$ cat src/rtl/basic_cpu_pkg.sv
// basic_cpu_pkg
// Shared definitions for the basic accumulator computer sequencer:
//   - common-bus select codes (BUS_NONE..BUS_MEM)
//   - AC operation and E operation encodings
//   - run/stop state of the sequencer
//   - memory-reference opcodes (IR[14:12])
//   - bit positions of the register-reference micro-operations (IR[11:0])
package basic_cpu_pkg;

    localparam logic [2:0] BUS_NONE = 3'd0;
    localparam logic [2:0] BUS_AR   = 3'd1;
    localparam logic [2:0] BUS_PC   = 3'd2;
    localparam logic [2:0] BUS_DR   = 3'd3;
    localparam logic [2:0] BUS_AC   = 3'd4;
    localparam logic [2:0] BUS_IR   = 3'd5;
    localparam logic [2:0] BUS_TR   = 3'd6;
    localparam logic [2:0] BUS_MEM  = 3'd7;

    // NOP is zero so that an idle or reset sequencer drives an all-zero output word.
    typedef enum logic [3:0] {
        ALU_NOP  = 4'd0,
        ALU_AND  = 4'd1,
        ALU_ADD  = 4'd2,
        ALU_LDDR = 4'd3,
        ALU_CLR  = 4'd4,
        ALU_CMA  = 4'd5,
        ALU_CIR  = 4'd6,
        ALU_CIL  = 4'd7,
        ALU_INC  = 4'd8
    } alu_op_t;

    typedef enum logic [1:0] {
        E_NOP    = 2'd0,
        E_CLR    = 2'd1,
        E_CMP    = 2'd2,
        E_LDCOUT = 2'd3
    } e_op_t;

    typedef enum logic {
        SEQ_STOPPED = 1'b0,
        SEQ_RUNNING = 1'b1
    } run_state_t;

    localparam logic [2:0] OP_AND = 3'd0;
    localparam logic [2:0] OP_ADD = 3'd1;
    localparam logic [2:0] OP_LDA = 3'd2;
    localparam logic [2:0] OP_STA = 3'd3;
    localparam logic [2:0] OP_BUN = 3'd4;
    localparam logic [2:0] OP_BSA = 3'd5;
    localparam logic [2:0] OP_ISZ = 3'd6;
    localparam logic [2:0] OP_IO  = 3'd7;

    localparam int RR_CLA = 11;
    localparam int RR_CLE = 10;
    localparam int RR_CMA = 9;
    localparam int RR_CME = 8;
    localparam int RR_CIR = 7;
    localparam int RR_CIL = 6;
    localparam int RR_INC = 5;
    localparam int RR_SPA = 4;
    localparam int RR_SNA = 3;
    localparam int RR_SZA = 2;
    localparam int RR_SZE = 1;
    localparam int RR_HLT = 0;

endpackage

$ cat src/rtl/basic_cpu_sequencer_if.sv
// basic_cpu_sequencer_if
// Bundle between the sequencer and the datapath.
//   master: the sequencer (consumes IR/status/start, drives strobes and state)
//   slave : the datapath side (drives IR/status/start, consumes strobes)
interface basic_cpu_sequencer_if;
    import basic_cpu_pkg::*;

    logic        start;
    logic [15:0] ir;
    logic        ac_zero;
    logic        ac_sign;
    logic        e_flag;
    logic        dr_zero;

    logic [2:0]  s;
    logic        ar_ld, ar_inr, ar_clr;
    logic        pc_ld, pc_inr, pc_clr;
    logic        ir_ld, dr_ld, dr_inr;
    logic        ac_ld;
    alu_op_t     alu_op;
    e_op_t       e_op;
    logic        mem_rd, mem_wr;
    logic [2:0]  t;
    logic        running;

    modport master (
        input  start, ir, ac_zero, ac_sign, e_flag, dr_zero,
        output s, ar_ld, ar_inr, ar_clr, pc_ld, pc_inr, pc_clr,
               ir_ld, dr_ld, dr_inr, ac_ld, alu_op, e_op,
               mem_rd, mem_wr, t, running
    );

    modport slave (
        output start, ir, ac_zero, ac_sign, e_flag, dr_zero,
        input  s, ar_ld, ar_inr, ar_clr, pc_ld, pc_inr, pc_clr,
               ir_ld, dr_ld, dr_inr, ac_ld, alu_op, e_op,
               mem_rd, mem_wr, t, running
    );
endinterface

$ cat src/rtl/basic_cpu_sequencer_seq_counter.sv
// seq_counter
// 3-bit sequence counter SC (T0..T6) with one-hot timing decode.
// Ports:
//   clk, rst_n   clock, asynchronous active-low reset
//   clr_i        clear SC to 0 (wins over inr_i)
//   inr_i        advance SC by one
//   t_o          current count
//   t_hot_o      one-hot T0..T6
module seq_counter (
    input  logic       clk,
    input  logic       rst_n,
    input  logic       clr_i,
    input  logic       inr_i,
    output logic [2:0] t_o,
    output logic [6:0] t_hot_o
);
    logic [2:0] sc_q, sc_d;

    // Advancing past T6 folds back to T0 so SC can never reach 7.
    always_comb begin
        sc_d = sc_q;
        if (clr_i) begin
            sc_d = 3'd0;
        end else if (inr_i) begin
            sc_d = (sc_q >= 3'd6) ? 3'd0 : sc_q + 3'd1;
        end
    end

    always_ff @(posedge clk or negedge rst_n) begin
        if (!rst_n) begin
            sc_q <= 3'd0;
        end else begin
            sc_q <= sc_d;
        end
    end

    always_comb begin
        t_hot_o = '0;
        for (int k = 0; k < 7; k++) begin
            t_hot_o[k] = (sc_q == 3'(k));
        end
    end

    assign t_o = sc_q;
endmodule

$ cat src/rtl/basic_cpu_sequencer.sv
// basic_cpu_sequencer
// Timing-and-control unit of the basic accumulator computer. Holds the
// running flag, the I latch and the opcode latch D, and decodes every
// datapath strobe combinationally from those plus the SC timing signals.
// Ports:
//   clk, rst_n  clock, asynchronous active-low reset
//   bus         master side of basic_cpu_sequencer_if (start/IR/status in,
//               bus select, register/memory strobes, alu_op, e_op, t, running out)
module basic_cpu_sequencer
    import basic_cpu_pkg::*;
(
    input logic                   clk,
    input logic                   rst_n,
    basic_cpu_sequencer_if.master bus
);
    run_state_t run_q, run_d;
    logic       i_q, i_d;
    logic [2:0] d_q, d_d;
    logic       sc_clr, sc_inr;
    logic [2:0] sc_t;
    logic [6:0] t_hot;

    seq_counter u_seq_counter (
        .clk     (clk),
        .rst_n   (rst_n),
        .clr_i   (sc_clr),
        .inr_i   (sc_inr),
        .t_o     (sc_t),
        .t_hot_o (t_hot)
    );

    assign bus.t       = sc_t;
    assign bus.running = (run_q == SEQ_RUNNING);

    always_ff @(posedge clk or negedge rst_n) begin
        if (!rst_n) begin
            run_q <= SEQ_STOPPED;
            i_q   <= 1'b0;
            d_q   <= 3'd0;
        end else begin
            run_q <= run_d;
            i_q   <= i_d;
            d_q   <= d_d;
        end
    end

    // Next state and all strobes. Every step ends with either sc_inr or
    // sc_clr so the instruction lengths fall out of where sc_clr is raised.
    always_comb begin
        run_d      = run_q;
        i_d        = i_q;
        d_d        = d_q;
        sc_clr     = 1'b0;
        sc_inr     = 1'b0;
        bus.s      = BUS_NONE;
        bus.ar_ld  = 1'b0;
        bus.ar_inr = 1'b0;
        bus.ar_clr = 1'b0;
        bus.pc_ld  = 1'b0;
        bus.pc_inr = 1'b0;
        bus.pc_clr = 1'b0;
        bus.ir_ld  = 1'b0;
        bus.dr_ld  = 1'b0;
        bus.dr_inr = 1'b0;
        bus.ac_ld  = 1'b0;
        bus.alu_op = ALU_NOP;
        bus.e_op   = E_NOP;
        bus.mem_rd = 1'b0;
        bus.mem_wr = 1'b0;

        if (run_q == SEQ_STOPPED) begin
            sc_clr = 1'b1;
            if (bus.start) begin
                run_d = SEQ_RUNNING;
            end
        end else if (t_hot[0]) begin
            bus.s     = BUS_PC;
            bus.ar_ld = 1'b1;
            sc_inr    = 1'b1;
        end else if (t_hot[1]) begin
            bus.s      = BUS_MEM;
            bus.mem_rd = 1'b1;
            bus.ir_ld  = 1'b1;
            bus.pc_inr = 1'b1;
            sc_inr     = 1'b1;
        end else if (t_hot[2]) begin
            bus.s     = BUS_IR;
            bus.ar_ld = 1'b1;
            i_d       = bus.ir[15];
            d_d       = bus.ir[14:12];
            sc_inr    = 1'b1;
        end else if (t_hot[3]) begin
            if (d_q == OP_IO) begin
                sc_clr = 1'b1;
                // I/O (I=1) is a no-op; register-reference executes from IR[11:0].
                if (!i_q) begin
                    if (bus.ir[RR_CLA])      bus.alu_op = ALU_CLR;
                    else if (bus.ir[RR_CMA]) bus.alu_op = ALU_CMA;
                    else if (bus.ir[RR_CIR]) bus.alu_op = ALU_CIR;
                    else if (bus.ir[RR_CIL]) bus.alu_op = ALU_CIL;
                    else if (bus.ir[RR_INC]) bus.alu_op = ALU_INC;
                    bus.ac_ld = bus.ir[RR_CLA] | bus.ir[RR_CMA] | bus.ir[RR_CIR] |
                                bus.ir[RR_CIL] | bus.ir[RR_INC];
                    if (bus.ir[RR_CLE])      bus.e_op = E_CLR;
                    else if (bus.ir[RR_CME]) bus.e_op = E_CMP;
                    bus.pc_inr = (bus.ir[RR_SPA] & !bus.ac_sign) |
                                 (bus.ir[RR_SNA] &  bus.ac_sign) |
                                 (bus.ir[RR_SZA] &  bus.ac_zero) |
                                 (bus.ir[RR_SZE] & !bus.e_flag);
                    if (bus.ir[RR_HLT]) begin
                        run_d = SEQ_STOPPED;
                    end
                end
            end else begin
                if (i_q) begin
                    bus.s      = BUS_MEM;
                    bus.mem_rd = 1'b1;
                    bus.ar_ld  = 1'b1;
                end
                sc_inr = 1'b1;
            end
        end else if (t_hot[4]) begin
            case (d_q)
                OP_AND, OP_ADD, OP_LDA, OP_ISZ: begin
                    bus.s      = BUS_MEM;
                    bus.mem_rd = 1'b1;
                    bus.dr_ld  = 1'b1;
                    sc_inr     = 1'b1;
                end
                OP_STA: begin
                    bus.s      = BUS_AC;
                    bus.mem_wr = 1'b1;
                    sc_clr     = 1'b1;
                end
                OP_BUN: begin
                    bus.s     = BUS_AR;
                    bus.pc_ld = 1'b1;
                    sc_clr    = 1'b1;
                end
                OP_BSA: begin
                    bus.s      = BUS_PC;
                    bus.mem_wr = 1'b1;
                    bus.ar_inr = 1'b1;
                    sc_inr     = 1'b1;
                end
                default: sc_clr = 1'b1;
            endcase
        end else if (t_hot[5]) begin
            case (d_q)
                OP_AND: begin
                    bus.ac_ld  = 1'b1;
                    bus.alu_op = ALU_AND;
                    sc_clr     = 1'b1;
                end
                OP_ADD: begin
                    bus.ac_ld  = 1'b1;
                    bus.alu_op = ALU_ADD;
                    bus.e_op   = E_LDCOUT;
                    sc_clr     = 1'b1;
                end
                OP_LDA: begin
                    bus.ac_ld  = 1'b1;
                    bus.alu_op = ALU_LDDR;
                    sc_clr     = 1'b1;
                end
                OP_BSA: begin
                    bus.s     = BUS_AR;
                    bus.pc_ld = 1'b1;
                    sc_clr    = 1'b1;
                end
                OP_ISZ: begin
                    bus.dr_inr = 1'b1;
                    sc_inr     = 1'b1;
                end
                default: sc_clr = 1'b1;
            endcase
        end else if (t_hot[6]) begin
            // Only ISZ legitimately reaches T6; anything else just recovers to T0.
            sc_clr = 1'b1;
            if (d_q == OP_ISZ) begin
                bus.s      = BUS_DR;
                bus.mem_wr = 1'b1;
                bus.pc_inr = bus.dr_zero;
            end
        end else begin
            sc_clr = 1'b1;
        end
    end
endmodule

$ cat src/flat_wrapper.sv
// flat-port wrapper written by rule: the top's interface ports become plain ports
module basic_cpu_sequencer_flat import basic_cpu_pkg::*;
  (clk, rst_n, bus_start, bus_ir, bus_ac_zero, bus_ac_sign, bus_e_flag, bus_dr_zero, bus_s, bus_ar_ld, bus_ar_inr, bus_ar_clr, bus_pc_ld, bus_pc_inr, bus_pc_clr, bus_ir_ld, bus_dr_ld, bus_dr_inr, bus_ac_ld, bus_alu_op, bus_e_op, bus_mem_rd, bus_mem_wr, bus_t, bus_running);
  basic_cpu_sequencer_if bus_i ();
  input logic clk;
  input logic rst_n;
  input wire logic [$bits(bus_i.start)-1:0] bus_start;
  input wire logic [$bits(bus_i.ir)-1:0] bus_ir;
  input wire logic [$bits(bus_i.ac_zero)-1:0] bus_ac_zero;
  input wire logic [$bits(bus_i.ac_sign)-1:0] bus_ac_sign;
  input wire logic [$bits(bus_i.e_flag)-1:0] bus_e_flag;
  input wire logic [$bits(bus_i.dr_zero)-1:0] bus_dr_zero;
  output wire logic [$bits(bus_i.s)-1:0] bus_s;
  output wire logic [$bits(bus_i.ar_ld)-1:0] bus_ar_ld;
  output wire logic [$bits(bus_i.ar_inr)-1:0] bus_ar_inr;
  output wire logic [$bits(bus_i.ar_clr)-1:0] bus_ar_clr;
  output wire logic [$bits(bus_i.pc_ld)-1:0] bus_pc_ld;
  output wire logic [$bits(bus_i.pc_inr)-1:0] bus_pc_inr;
  output wire logic [$bits(bus_i.pc_clr)-1:0] bus_pc_clr;
  output wire logic [$bits(bus_i.ir_ld)-1:0] bus_ir_ld;
  output wire logic [$bits(bus_i.dr_ld)-1:0] bus_dr_ld;
  output wire logic [$bits(bus_i.dr_inr)-1:0] bus_dr_inr;
  output wire logic [$bits(bus_i.ac_ld)-1:0] bus_ac_ld;
  output wire logic [$bits(bus_i.alu_op)-1:0] bus_alu_op;
  output wire logic [$bits(bus_i.e_op)-1:0] bus_e_op;
  output wire logic [$bits(bus_i.mem_rd)-1:0] bus_mem_rd;
  output wire logic [$bits(bus_i.mem_wr)-1:0] bus_mem_wr;
  output wire logic [$bits(bus_i.t)-1:0] bus_t;
  output wire logic [$bits(bus_i.running)-1:0] bus_running;
  assign bus_i.start = bus_start;
  assign bus_i.ir = bus_ir;
  assign bus_i.ac_zero = bus_ac_zero;
  assign bus_i.ac_sign = bus_ac_sign;
  assign bus_i.e_flag = bus_e_flag;
  assign bus_i.dr_zero = bus_dr_zero;
  assign bus_s = bus_i.s;
  assign bus_ar_ld = bus_i.ar_ld;
  assign bus_ar_inr = bus_i.ar_inr;
  assign bus_ar_clr = bus_i.ar_clr;
  assign bus_pc_ld = bus_i.pc_ld;
  assign bus_pc_inr = bus_i.pc_inr;
  assign bus_pc_clr = bus_i.pc_clr;
  assign bus_ir_ld = bus_i.ir_ld;
  assign bus_dr_ld = bus_i.dr_ld;
  assign bus_dr_inr = bus_i.dr_inr;
  assign bus_ac_ld = bus_i.ac_ld;
  assign bus_alu_op = bus_i.alu_op;
  assign bus_e_op = bus_i.e_op;
  assign bus_mem_rd = bus_i.mem_rd;
  assign bus_mem_wr = bus_i.mem_wr;
  assign bus_t = bus_i.t;
  assign bus_running = bus_i.running;
  basic_cpu_sequencer u_core (.clk(clk), .rst_n(rst_n), .bus(bus_i));
endmodule
$ cat config.mk
export PLATFORM = sky130hd
export DESIGN_NAME = basic_cpu_sequencer_flat
export DESIGN_NICKNAME = d
export VERILOG_FILES = /design/src/rtl/basic_cpu_pkg.sv /design/src/rtl/basic_cpu_sequencer_if.sv /design/src/rtl/basic_cpu_sequencer_seq_counter.sv /design/src/rtl/basic_cpu_sequencer.sv /design/src/flat_wrapper.sv
export SDC_FILE = /design/constraint.sdc
export NUM_CORES = 1
export LEC_CHECK = 0
export CAP_MARGIN = 5
export CORE_AREA = 4 4 58 87
export DETAILED_ROUTE_END_ITERATION = 6
export DIE_AREA = 0 0 62 91
export PLACE_DENSITY = 0.6
export SLEW_MARGIN = 20
export SYNTH_ARGS = -nofsm -noshare
export SYNTH_HDL_FRONTEND = slang
export SYNTH_SLANG_ARGS = --single-unit
$ cat constraint.sdc
create_clock -name clk -period 5.4 [get_ports clk]
set_clock_uncertainty 0.05 [all_clocks]
set_input_delay 1.08 -clock clk [delete_from_list [all_inputs] [get_ports clk]]
set_output_delay 1.08 -clock clk [all_outputs]
set_load 0.01 [all_outputs]
==> results.toml, run 1 <==
[status]
status = "finished clean"

[placed_design]
gp_congestion = 0.734
place_hpwl_um = 2400
portBuffers = 45
post-place-ws_ps = 1340
dp_cells = 212

[clock_network]
cts_tree = "built"
clk_pin_slew_worst_paths_ps = 40
post_cts_buffers = 0
cts_made_buffers = 3
hold_buffers = 0
cts_resized = 0
root_buffer = "clkbuf_8"
worstSkewPairLatency_ps = 230
cts_buffer_depth = 2
htreeDepth = 1
clock_sinks = 8

[logic_synthesis]
synth_cell_type_count = 51
ys.flop_type = "dfrtp_1"
netlist.area_leader.share = 0.192
synth_edf_count = 0
synth_area_leaders = "dfrtp_1, mux2_2, ha_1"
yosysTopAreaCell = "dfrtp_1"
synth_cells = 130
syn-cell-area_um2 = 1040
ys_warn_count = 0
synth_seq_cells = 8
syn_area_per_cell_um2 = 8.02
yosysSeqAreaShare = 0.192
async_flop_share = 1.00

[pwr]
p_int_mw = 0.411
p_seq_frac = 0.204
p_leak_nw = 0.566
switching_share = 0.467
power_density_nw_per_um2 = 507
combPwrFrac = 0.705
switchingPower_mw = 0.361
clkPwrFrac = 0.091
ir_drop_uv = 274

[cells_and_area]
seq_area_um2 = 200
drive_gt1_frac = 0.124
multi_input_area_um2 = 739
layout.cells.non_filler = 215
final_common_cell = "clkdlybuf4s50_1"
final_cell_mix = "clkdlybuf4s50_1, nand2_1, nor2_1"
fill_cells = 456
nets = 199
syn2layout_area_growth_pct = 46.1
diodes = 0

[drt]
wl_per_cell_um = 13.9
firstDrtPassIters = 4
vias = 1104
drc = 0
viasPerCell = 5.13
first_iter_violations = 23
wirelength_um = 2990
antenna_left = 0

[grt]
grtUsageTotal = 0.114
grt-ovfl-total = 0
grt_pass1_wl_um = 4970
grt_max_degree = 17
grt_pass1_vias = 1079
antenna_found_initial = 0

[die]
row_count = 29
die_height_um = 91
core-area_um2 = 4250
dieArea_um2 = 5640
initial_core_util = 0.246
io_pins = 48
die_width_um = 62

[sta]
fin_ws_ps = 1340
finalCritPeriodShare = 0.752
drv_slew = 0
rsz0062_at_grt = "no"
fmax_mhz = 246
max_slew_margin = 0.652
period_needed_ps = 4060
setup_violations = 0
hold_violations = 0
tightest_slew_ps = 522
fin_setup_tns_ps = 0

[worst_setup_path]
start_kind = "input port"
end_kind = "output port"
cp_data_arrival_time_ps = 2930
crit_fanout = 1
path_class = "in -> out"
worst_ep_required_time_ps = 4270

[flow_run]
drv_cap = 0

[hold_path]
hp-class = "reg -> reg"
[power by group through the flow]
stage / combinational, mW / clock [mW] / sequential [mW]
global route: 0.602 / 0.0781 / 0.166
floorplan: 0.400 / 0 / 0.119
global placement: 0.551 / 0 / 0.159
CTS: 0.554 / 0.0753 / 0.157
detailed placement: 0.550 / 0 / 0.158
finish: 0.545 / 0.0700 / 0.158
[worst max-delay path: stages]
cell and delay (ps):
clkdlybuf4s50_1 460, mux2_2 320, a221oi_1 220, o22ai_1 130, a31o_2 250, clkdlybuf4s50_1 470
[cell type report]
cell class                 count  area share
multi-input combinational    104       0.486
sequential                     8       0.131
timing repair buffer          45       0.296
clock buffer                   3      0.0271
tap                           46      0.0378
inverter                       9      0.0222
[path summary, 6_finish.rpt]
check	slack, ps	end	cells past startpoint	startpoint
max	1340	bus_pc_inr	6	bus_ac_sign
min reg2reg	470	u_core.u_seq_counter.t_o[0]	1	u_core.u_seq_counter.t_o[0]
max reg2reg	3220	u_core.u_seq_counter.t_o[1]	6	u_core.u_seq_counter.t_o[2]
min in group asynchronous	1080	u_core.u_seq_counter.t_o[1]	1	rst_n
min	470	u_core.u_seq_counter.t_o[0]	1	u_core.u_seq_counter.t_o[0]
max in group asynchronous	3950	u_core.bus.running	1	rst_n
[flip-flops by register name, summed over array words and instances, names as in the netlist]
| name | cells |
|---|---|
| u_core.d_q | 3 |
| u_core.u_seq_counter.t_o | 3 |
| u_core.bus.running | 1 |
| u_core.i_q | 1 |
[synth_stat cells (2+ instances only)]
master and instances:
inv_1 7, dfrtp_1 8, nand3b_1 3, a31oi_1 3
o2111ai_1 2, nand2_1 12, nand2b_1 4, ha_1 5
inv_2 2, nand3_1 2, a21oi_1 5, o21a_1 2
a211oi_1 2, buf_6 2, nor3_2 2, buf_4 4
o21ai_2 2, nor2b_1 6, a221oi_1 2, or3_1 3
nor2_1 9, o21ai_0 2, buf_2 3, nor3_1 5
mux2_2 6, nor3b_1 2
[cells by family (layout without fill, tap and decap cells)]
| family | after synthesis | in the layout | synth area share |
|---|---|---|---|
| simple gates | 59 | 59 | 0.351 |
| compound gates | 32 | 32 | 0.227 |
| buf+inv | 19 | 57 | 0.102 |
| flops | 8 | 8 | 0.192 |
| mux | 6 | 6 | 0.0648 |
| fa+ha+maj | 5 | 5 | 0.0600 |
| other cells | 1 | 2 | 0.00360 |
[per-stage QoR]
stage	cell area (µm²)	utilization	hold slack, ps	total power [mW]
2_1_floorplan	1050	-	447	0.519
3_3_place_gp	1480	0.349	473	0.710
3_5_place_dp	1480	0.349	471	0.708
4_1_cts	1520	0.359	480	0.786
5_1_grt	1520	0.359	512	0.846
6_report	1520	0.359	472	0.772
[layer usage]
layer	global-route usage	wire length, µm	up-vias
li1	-	-	552
met3	0.0142	207	7
met5	0	0	-
met1	0.139	1240	509
met2	0.183	1440	36
met4	0.0690	99	0
No activity file was read; power rests on OpenSTA's default activity.
==> run 2, diff against run 1 <==
==> constraint.sdc (replaced) <==
create_clock -name clk -period 4 [get_ports clk]
set_clock_uncertainty 0.05 [all_clocks]
set_input_delay 0.8 -clock clk [delete_from_list [all_inputs] [get_ports clk]]
set_output_delay 0.8 -clock clk [all_outputs]
set_load 0.01 [all_outputs]
==> results.toml, run 2 (synthesized netlist as in run 1, its figures left out) <==
[pwr]
ir_drop_uv = 457
p_leak_nw = 0.577
power_density_nw_per_um2 = 690
p_total_mw = 1.06

[worst_setup_path]
cp_data_arrival_time_ps = 2660
rr_startpoint = "u_core.u_seq_counter.t_o[0]"
path_class = "reg -> out"
regToRegSetupSlack_ps = 2020
r2r_end = "u_core.u_seq_counter.t_o[0]"
crit_fanout = 16
r2r_cells = 6
end_kind = "output port"
worst_ep_required_time_ps = 3150
start_kind = "flop"

[clock_network]
root_buffer = "clkbuf_8"
cts_buffer_depth = 2
clock_sinks = 8
clk_pin_slew_worst_paths_ps = 40
post_cts_buffers = 0
htreeDepth = 1
cts_resized = 0
cts_made_buffers = 3
worstSkewPairLatency_ps = 220
hold_buffers = 0
cts_tree = "built"

[grt]
grt_max_degree = 17
grt_pass1_wl_um = 5040
grt-ovfl-total = 0
antenna_found_initial = 0
grt_pass1_vias = 1073
grtUsageTotal = 0.113

[sta]
hold_violations = 0
setup_violations = 0
period_needed_ps = 3510
rsz0062_at_grt = "no"
fmax_mhz = 285
finalCritPeriodShare = 0.878
fin_setup_tns_ps = 0
drv_slew = 0

[hold_path]
min_path_cells = 1
hold_end = "u_core.u_seq_counter.t_o[0]"
holdCritStartpoint = "u_core.u_seq_counter.t_o[0]"
hp-class = "reg -> reg"

[status]
status = "finished clean"

[cells_and_area]
final_cell_mix = "clkdlybuf4s50_1, nand2_1, nor2_1"
nets = 201
drive_gt1_frac = 0.135
syn2layout_area_growth_pct = 47.5
diodes = 0
final_common_cell = "clkdlybuf4s50_1"

[die]
die_width_um = 62
io_pins = 48
row_count = 29
dieArea_um2 = 5640
initial_core_util = 0.246
die_height_um = 91
core-area_um2 = 4250

[drt]
first_iter_violations = 44
wirelength_um = 3050
firstDrtPassIters = 4
viasPerCell = 4.95
wl_per_cell_um = 14.0
antenna_left = 0
drc = 0
vias = 1075

[placed_design]
gp_congestion = 0.755
place_hpwl_um = 2440
portBuffers = 45

[flow_run]
drv_cap = 0
-- run 2: cell count changes in the layout (fill, tap and decap cells not counted), sizes merged --
cell  before  now
buf        0    2
-- run 2: how the worst max path moves through the flow --
stage,startpoint,to,depth (start not counted)
2_1_floorplan,u_core.u_seq_counter.t_o[0],bus_mem_rd,7
3_3_place_gp,bus_ac_sign,bus_pc_inr,6
3_5_place_dp,bus_ac_sign,bus_pc_inr,6
4_1_cts,u_core.u_seq_counter.t_o[0],bus_s[1],7
5_1_grt,u_core.u_seq_counter.t_o[0],bus_s[1],7
6_report,u_core.u_seq_counter.t_o[0],bus_s[1],7
-- run 2: layer usage --
layer / global-route usage / vias up / wire (µm)
li1: - / 555 / -
met1: 0.150 / 483 / 1300
met2: 0.190 / 35 / 1560
met3: 0.00709 / 2 / 167
met4: 0.0319 / 0 / 23
met5: 0 / - / 0
-- run 2: metrics by stage --
step | hold WS (ps) | worst slack, ps | utilization | cell area [µm²] | std cells
2_1_floorplan | 447 | 1460 | - | 1050 | 131
3_3_place_gp | 476 | 481 | 0.352 | 1500 | 214
6_report | 482 | 487 | 0.362 | 1540 | 217
4_1_cts | 486 | 458 | 0.362 | 1540 | 217
3_5_place_dp | 479 | 474 | 0.352 | 1500 | 214
5_1_grt | 519 | 311 | 0.362 | 1540 | 217
-- run 2: area by class of cell --
class	count	area, µm²
tap	46	57.6
fill	449	2710
inverter	9	33.8
multi-input combinational	104	739
timing repair buffer	47	465
clock buffer	3	41.3
sequential	8	200
-- run 2: worst max-delay path, stage by stage (launching register included) --
cell and delay, ps:
dfrtp_1 420, ha_1 220, ha_1 350, and4bb_2 380
nand4_1 160, a31oi_1 240, o21a_1 150, clkdlybuf4s50_1 530
-- run 2: power breakdown --
group	total (mW)	switching [mW]	internal, mW
registers	0.191	0.0737	0.118
logic	0.777	0.392	0.384
clock network	0.0927	0.0278	0.0648
==> run 3, diff against run 2 <==
--- a/config.mk
+++ b/config.mk
@@ -6,10 +6,10 @@
 export NUM_CORES = 1
 export LEC_CHECK = 0
 export CAP_MARGIN = 5
-export CORE_AREA = 4 4 58 87
+export CORE_AREA = 4 4 47 69
 export DETAILED_ROUTE_END_ITERATION = 6
-export DIE_AREA = 0 0 62 91
-export PLACE_DENSITY = 0.6
+export DIE_AREA = 0 0 51 73
+export PLACE_DENSITY = 0.84
 export SLEW_MARGIN = 20
 export SYNTH_ARGS = -nofsm -noshare
 export SYNTH_HDL_FRONTEND = slang
==> results.toml, run 3 (synthesized netlist as in run 1, its figures left out) <==
[clock_network]
cts_tree = "built"
clk_pin_slew_worst_paths_ps = 40
worstSkewPairLatency_ps = 230
root_buffer = "clkbuf_8"
cts_buffer_depth = 2
cts_resized = 0
cts_made_buffers = 3
hold_buffers = 0
post_cts_buffers = 0
htreeDepth = 1
clock_sinks = 8

[worst_setup_path]
timing.critical_path.buf_inv = 2
cp_top_family = "buffers and inverters"
crit_path_frequent_cell = "clkdlybuf4s50_1"
crit_fanout = 1
cp-startpoint = "bus_ac_sign"
path_class = "in -> out"
rr_startpoint = "u_core.u_seq_counter.t_o[0]"
cp_data_arrival_time_ps = 2660
cp_slowest_cell = "clkdlybuf4s50_1"
worstPathCellList = "clkdlybuf4s50_1 -> mux2_2 -> a221oi_1 -> o22ai_1 -> a31o_2 -> clkdlybuf4s50_1"
start_kind = "input port"
worst_ep_required_time_ps = 3150
max_stage_delay_ps = 480
end_kind = "output port"

[hold_path]
holdCritStartpoint = "u_core.i_q"
hp-class = "reg -> reg"

[die]
row_count = 23
io_pins = 48
dieArea_um2 = 3720
die_width_um = 51
core-area_um2 = 2680
die_height_um = 73
initial_core_util = 0.389

[sta]
fin_ws_ps = 489
fin_setup_tns_ps = 0
fmax_mhz = 285
rsz0062_at_grt = "no"
period_needed_ps = 3510
drv_slew = 0
hold_violations = 0
setup_violations = 0
finalCritPeriodShare = 0.878

[grt]
grt_pass1_wl_um = 5000
grt_max_degree = 17
grt-ovfl-total = 0
grtUsageTotal = 0.175
antenna_found_initial = 0
grt_pass1_vias = 1179

[drt]
wirelength_um = 3050
viasPerCell = 5.51
vias = 1141
drc = 0
first_iter_violations = 46
firstDrtPassIters = 4
antenna_left = 0
wl_per_cell_um = 14.7

[cells_and_area]
final_cell_mix = "clkdlybuf4s50_1, nand2_1, nor2_1"
fill_cells = 265
diodes = 0
syn2layout_area_growth_pct = 45.7
final_common_cell = "clkdlybuf4s50_1"
drive_gt1_frac = 0.129
nets = 200

[status]
status = "finished clean"

[pwr]
ir_drop_uv = 458
power_density_nw_per_um2 = 700
p_leak_nw = 0.572

[placed_design]
gp_congestion = 0.823
place_hpwl_um = 2520
portBuffers = 45
post-place-ws_ps = 485

[flow_run]
drv_cap = 0
[run 3: cell types whose count changed in the layout (fill, tap and decap cells not counted), sizes merged]
cell,previous run,this run
buf,2,1
[run 3: stage by stage]
| step | hold WS, ps | std cells | power [mW] | utilization | instance area [µm²] |
|---|---|---|---|---|---|
| floorplan | 447 | 131 | 0.701 | - | 1050 |
| CTS | 493 | 207 | 1.07 | 0.568 | 1520 |
| finish | 486 | 207 | 1.06 | 0.568 | 1520 |
| global placement | 458 | 204 | 0.939 | 0.552 | 1480 |
| detailed placement | 485 | 204 | 0.966 | 0.552 | 1480 |
| global route | 525 | 207 | 1.15 | 0.568 | 1520 |
[run 3: layer usage]
layer	up-vias	wire length, µm	GRT usage
met5	-	0	0
met1	520	1080	0.167
li1	552	-	-
met3	12	197	0.0286
met4	0	123	0.144
met2	57	1650	0.319
[run 3: worst reg2reg max path, delay by kind of cell, from the launching register on]
| kind | cells | cell delay, ps |
|---|---|---|
| AOI/OAI and AO/OA | 2 | 430 |
| DFF | 1 | 410 |
| adders and majority gates | 2 | 610 |
| and+or+nand+nor | 2 | 380 |
[run 3: where the power goes]
part           leakage [nW]  total [mW]  internal (mW)  switching, mW
sequential           0.0952       0.193          0.118         0.0754
combinational         0.455       0.774          0.381          0.393
clock                0.0216      0.0958         0.0650         0.0308
[run 3: cell type report]
cell class                      instances  area (µm²)  share of cell area
Tap cell                               37        46.3              0.0305
Clock buffer                            3        41.3              0.0272
Inverter                                9        33.8              0.0222
Multi-Input combinational cell        104         739               0.487
Timing Repair Buffer                   46         458               0.301
Sequential cell                         8         200               0.132
[run 3: worst paths after layout]
path | slack, ps | cells past startpoint | endpoint
worst max-delay path | 490 | 6 | bus_pc_inr
worst min-delay path | 490 | 1 | u_core.i_q
worst min register to register | 490 | 1 | u_core.i_q
worst max register to register | 2000 | 6 | u_core.u_seq_counter.t_o[0]
min in group asynchronous | 800 | 1 | u_core.i_q
max in group asynchronous | 2840 | 1 | u_core.u_seq_counter.t_o[2]
